--- config.mk ---
export PLATFORM = sky130hd
export DESIGN_NAME = reg_pipe
export DESIGN_NICKNAME = d
export VERILOG_FILES = /design/src/rtl/reg_pipe.sv
export SDC_FILE = /design/constraint.sdc
export NUM_CORES = 1
export LEC_CHECK = 0
export ABC_AREA = 1
export ABC_CLOCK_PERIOD_IN_PS = 1750
export BUFFER_PORTS_ARGS = -buffer_cell sky130_fd_sc_hd__buf_2
export CELL_PAD_IN_SITES_DETAIL_PLACEMENT = 1
export CELL_PAD_IN_SITES_GLOBAL_PLACEMENT = 2
export CORE_ASPECT_RATIO = 0.8
export CORE_UTILIZATION = 38
export CTS_BUF_LIST = sky130_fd_sc_hd__clkbuf_8
export DETAILED_ROUTE_END_ITERATION = 6
export HOLD_SLACK_MARGIN = 0.06
export PLACE_DENSITY = 0.8
export SYNTH_ARGS = -nofsm -noshare
export SYNTH_HDL_FRONTEND = slang
export SYNTH_SLANG_ARGS = --single-unit
export TNS_END_PERCENT = 1
--- constraint.sdc ---
create_clock -name clk -period 1.75 [get_ports clk]
set_input_delay 0.175 -clock clk [delete_from_list [all_inputs] [get_ports clk]]
set_output_delay 0.175 -clock clk [all_outputs]
set_load 0.01 [all_outputs]
--- src/rtl/reg_pipe.sv ---
// rtl/reg_pipe.sv - elastic val/rdy pipeline register, DEPTH stages of WIDTH bits with bubble collapsing
// Optional occupancy output `count` is enabled by defining REG_PIPE_COUNT_EN.
module reg_pipe #(
    parameter int WIDTH = 8,
    parameter int DEPTH = 4
) (
    input  logic             clk,
    input  logic             reset,
    input  logic             in_val,
    output logic             in_rdy,
    input  logic [WIDTH-1:0] in_msg,
    output logic             out_val,
    input  logic             out_rdy,
    output logic [WIDTH-1:0] out_msg
`ifdef REG_PIPE_COUNT_EN
    ,
    output logic [$clog2(DEPTH+1)-1:0] count
`endif
);

    logic [DEPTH-1:0] r_v;
    logic [WIDTH-1:0] r_d [DEPTH];
    logic [DEPTH-1:0] w_adv;
    logic             w_in_xfer;

    // A stage may advance if the output drains or any stage ahead of it is a bubble.
    // Written as a flat OR over downstream stages so the ready chain has no self-feedback.
    always_comb begin
        for (int i = 0; i < DEPTH; i++) begin
            w_adv[i] = out_rdy;
            for (int j = i + 1; j < DEPTH; j++) begin
                if (!r_v[j]) begin
                    w_adv[i] = 1'b1;
                end
            end
        end
    end

    assign in_rdy    = !r_v[0] || w_adv[0];
    assign w_in_xfer = in_val && in_rdy;
    assign out_val   = r_v[DEPTH-1];
    assign out_msg   = r_d[DEPTH-1];

    always_ff @(posedge clk) begin
        if (reset) begin
            r_v <= '0;
            for (int i = 0; i < DEPTH; i++) begin
                r_d[i] <= '0;
            end
        end else begin
            if (w_in_xfer) begin
                r_v[0] <= 1'b1;
                r_d[0] <= in_msg;
            end else if (w_adv[0]) begin
                r_v[0] <= 1'b0;
            end
            // Data registers only load when a valid message moves in, otherwise they hold.
            for (int i = 1; i < DEPTH; i++) begin
                if (w_adv[i-1]) begin
                    r_v[i] <= r_v[i-1];
                    if (r_v[i-1]) begin
                        r_d[i] <= r_d[i-1];
                    end
                end
            end
        end
    end

`ifdef REG_PIPE_COUNT_EN
    localparam int CW = $clog2(DEPTH + 1);

    logic          w_out_xfer;
    logic [CW-1:0] r_count;

    assign w_out_xfer = r_v[DEPTH-1] && out_rdy;
    assign count      = r_count;

    always_ff @(posedge clk) begin
        if (reset) begin
            r_count <= '0;
        end else begin
            r_count <= r_count + CW'(w_in_xfer) - CW'(w_out_xfer);
        end
    end
`endif

endmodule
=== Yosys cells after proc, flatten, opt, wreduce, memory -nomap -nowiden ===
Memory sizes are Yosys's and may differ from the RTL's.
Index checks and enable logic that the tools add are counted.

* Reduce and logical (&&, ||, !) cells: 4
* Bitwise operators: 4
* Mux-type cells: 29

{| class="wikitable"
|+ Operator list
! operator !! count
|-
| $mux W8 || 4
|-
| $mux W1 || 25
|-
| $or A1 B1 Y1 || 4
|-
| $reduce_bool A2 Y1 || 1
|-
| $logic_and A1 B1 Y1 || 1
|-
| $logic_not A1 Y1 || 1
|-
| $logic_or A1 B1 Y1 || 1
|}

* RAM bits: 32
* Memories kept: 1
* Word-level logic and storage cells: 42
* Input port bits: 12
* Bits in registers: 4

{| class="wikitable"
|+ Memories
! memory !! words !! bits a word !! read ports !! clocked after memory_dff !! wr ports !! RTL line !! RTL
|-
| r_d || 4 || 8 || 4 || 0 || 4 || 22 || <nowiki>logic [WIDTH-1:0] r_d [DEPTH];</nowiki>
|}

=== Depth between registers and ports, before layout ===
* Depth in word-level cells: 9
* Depth in mapped cells: 5
* Depth with buffers taken out: 5

=== Worst setup path after synthesis ===
No wires, ideal clock.

* Kind: reg-to-reg
* From: register r_v[2]
* To: memory r_d[3][0], in the netlist r_d[0][24], enable pin
* Data required time: 1366 ps
* Setup time: 384 ps
* Slack: 274 ps
* Period minus slack after synthesis: 1476 ps
* Cell stages (with the launch flop): 3
* Data arrival time: 1092 ps
* Path through: dfxtp_1 inv_1 o21ai_0

{| class="wikitable"
|+ RTL lines
! element !! RTL line !! RTL
|-
| start, declared || 21 || <nowiki>logic [DEPTH-1:0] r_v;</nowiki>
|-
| start signal, assigned by index || 60 || <nowiki>r_v[i] <= r_v[i-1];</nowiki>
|-
| end, declared || 22 ||
|}

=== Worst setup path after layout ===
* From: register r_v[3]
* To: output port in_rdy

* Word-level cells in the longest chain between the ends: 2

{| class="wikitable"
|+ RTL lines
! element !! RTL line !! RTL
|-
| $mux W1 || 32 || <nowiki>if (!r_v[j]) begin</nowiki>
|-
| $logic_or A1 B1 Y1 || 39 || <nowiki>assign in_rdy = !r_v[0] || w_adv[0];</nowiki>
|-
| end, declared || 10 || <nowiki>output logic in_rdy,</nowiki>
|}

No other way between the ends.

==> qor.csv <==
stage,metric,value,unit
synthesis,synthDominantCellAreaShare,0.649,
placement,dp_hpwl,1540,um
clock_tree,cts.sinks,36,
clock_tree,cts_tree,done,
final_layout,most-common-layout-cells,"38 x inv_1, 32 x nor2_1, 32 x edfxtp_1",
timing,rsz0062_at_grt,false,
final_layout,final_cell_area,1680,um^2
run,drv_cap,0,
worst_setup_path,worstSetupEndpointType,output port,
clock_tree,cts-root-buf,clkbuf_8,
final_layout,fin_nets,165,
global_route,grt_pass1_vias,853,
floorplanning,start_util,0.415,
synthesis,ys_warn_count,0,
placement,gp_congestion,0.644,
synthesis,seq_area_frac_synth,0.703,
power_and_ir_drop,power,1.65,mW
worst_setup_path,worst-path-buf-inv,2,
detailed_routing,vias_per_cell,4.27,
synthesis,synthesis.nets,144,
timing,hold-worst-slack,0.123,ns
clock_tree,hold_buffers,0,
clock_tree,cts_buffer_depth,2,
timing,tightest_slew,0.321,ns
final_layout,syn_to_final_growth,13.2,%
final_layout,final_common_cell,inv_1,
power_and_ir_drop,power_density,985,nW/um^2
worst_setup_path,crit_chain,"inv_1, nor2_4, nand4_2, buf_2",
placement,port_buffers,21,
min_path,hold_class,input port to register,
final_layout,fillers,409,
clock_tree,numCtsBuffers,5,
placement,placed_area,1590,um^2
timing,hold_violations,0,
detailed_routing,drc,0,
synthesis,yosysTopAreaCell,edfxtp_1,
floorplanning,fp.dieH,57.8,um
worst_setup_path,crit_slowest_cell,dfxtp_1,
final_layout,drive_above_1_share,0.227,
global_route,grt_pass1_wl,3460,um
synthesis,syn_area,1480,um^2
worst_setup_path,startpoint_type,register,
synthesis,ys_types,13,
floorplanning,die_w,71.8,um
clock_tree,ctsResizeCount,0,
floorplanning,dieArea,4150,um^2
timing,maxSlewViolCount,0,
floorplanning,num_rows,19,
global_route,grt_use_total,0.116,
worst_setup_path,worstSetupPathType,register to output port,
timing,relSlewSlack,0.786,
detailed_routing,vias,837,
detailed_routing,firstDrtPassIters,3,
synthesis,synth_area_leaders,"edfxtp_1 65%, inv_1 9.1%, nor2_1 8.1%",
detailed_routing,drt_wl_total,1990,um
synthesis,synth_area_per_cell,11.2,um^2
status,outcome,finished clean,
worst_setup_path,max_stage_delay,0.32,ns
global_route,grt_overflow_total,0,
timing,setup_viol,0,
floorplanning,ioPinCount,22,
clock_tree,post_cts_buffers,0,
detailed_routing,wire_per_inst,10.2,um
worst_setup_path,cp_max_fo,5,
timing,period_needed,1.32,ns
placement,dp.cells,188,
detailed_routing,first_iter_violations,17,
global_route,grt_max_degree,11,
worst_setup_path,worst-endpoint-arrival,1.14,ns
clock_tree,cts_max_level,2,
clock_tree,clock_latency,0.28,ns
timing,fin_crit_sh,0.753,
synthesis,synth.ff_latch_count,36,
final_layout,fin_cells,196,
power_and_ir_drop,leakage,0.734,nW
timing,finalClockSkew,0.00348,ns
timing,fmax,759,MHz
synthesis,syn_inst,132,
timing,tns,0,ns
final_layout,antenna_cells,0,
worst_setup_path,path_delay_family,flip-flops,
detailed_routing,route.antenna.remaining_nets,0,
floorplanning,core,3570,um^2
global_route,antenna_found_initial,0,
clock_tree,path_clk_slew,0.07,ns
power_and_ir_drop,vdd_drop_max,0.369,mV
worst_setup_path,cp_data_required_time,1.57,ns
==> cell type report <==
cell class                      instances  area (um^2)  area share
Sequential cell                        36         1040       0.621
Multi-Input combinational cell         51          240       0.143
Inverter                               37          139      0.0829
Timing Repair Buffer                   22          113      0.0672
Clock buffer                            6         82.6      0.0493
Tap cell                               42         52.6      0.0314
Clock inverter                          2         7.51     0.00448
==> metrics by stage <==
stage / setup slack [ns] / utilization
2_1_floorplan: 0.274 / -
3_3_place_gp: 0.534 / 0.445
3_5_place_dp: 0.463 / 0.445
4_1_cts: 0.430 / 0.470
5_1_grt: 0.368 / 0.470
6_report: 0.432 / 0.470
==> worst reg2reg max path, cell delays in order, from the launching register on <==
cell     delay (ns)
dfxtp_1        0.32
inv_1          0.06
nor2_4         0.13
nand3_1        0.16
nand2_1        0.12
nand2_1        0.20
==> cell families (layout without fill, tap and decap cells) <==
group | count (synthesis) | after routing | share of synthesized area
simple gates | 46 | 46 | 0.145
buf+inv | 45 | 67 | 0.134
flops | 36 | 36 | 0.703
compound gates | 5 | 5 | 0.0169
==> synthesized netlist by cell type <==
cell and count:
inv_1 36, edfxtp_1 32, nor2_1 32, buf_4 8
nand2_1 7, a21oi_1 4, dfxtp_1 4, nand3_2 4
inv_2 1, nand3_1 1, nand4_2 1, nor2_4 1
o21ai_0 1
==> path summary, 6_finish.rpt <==
check             cells past startpoint    endpoint  slack (ns)    from
hold / removal                        2      r_v[1]        0.12   reset
setup reg to reg                      5  r_d[0][11]        0.45  r_v[3]
setup / recovery                      4      in_rdy        0.43  r_v[3]
hold reg to reg                       2      r_v[1]        0.54  r_v[0]
==> flip-flops by register name, indices dropped and copies added, names as in the netlist <==
name	cells
r_d	32
r_v	4
==> power by group <==
group	total, mW	internal (mW)	switching [mW]
Combinational	0.0855	0.0300	0.0555
Clock	0.572	0.309	0.263
Sequential	0.993	0.980	0.0134
Total	1.65	1.32	0.332
==> layer usage <==
layer	share of wire	up-vias	track usage
met5	0	-	0
met4	0.020	0	0.0504
met3	0.052	5	0.0626
met2	0.54	22	0.217
met1	0.39	373	0.102
li1	-	437	-
(Power assumes the default switching activity.)
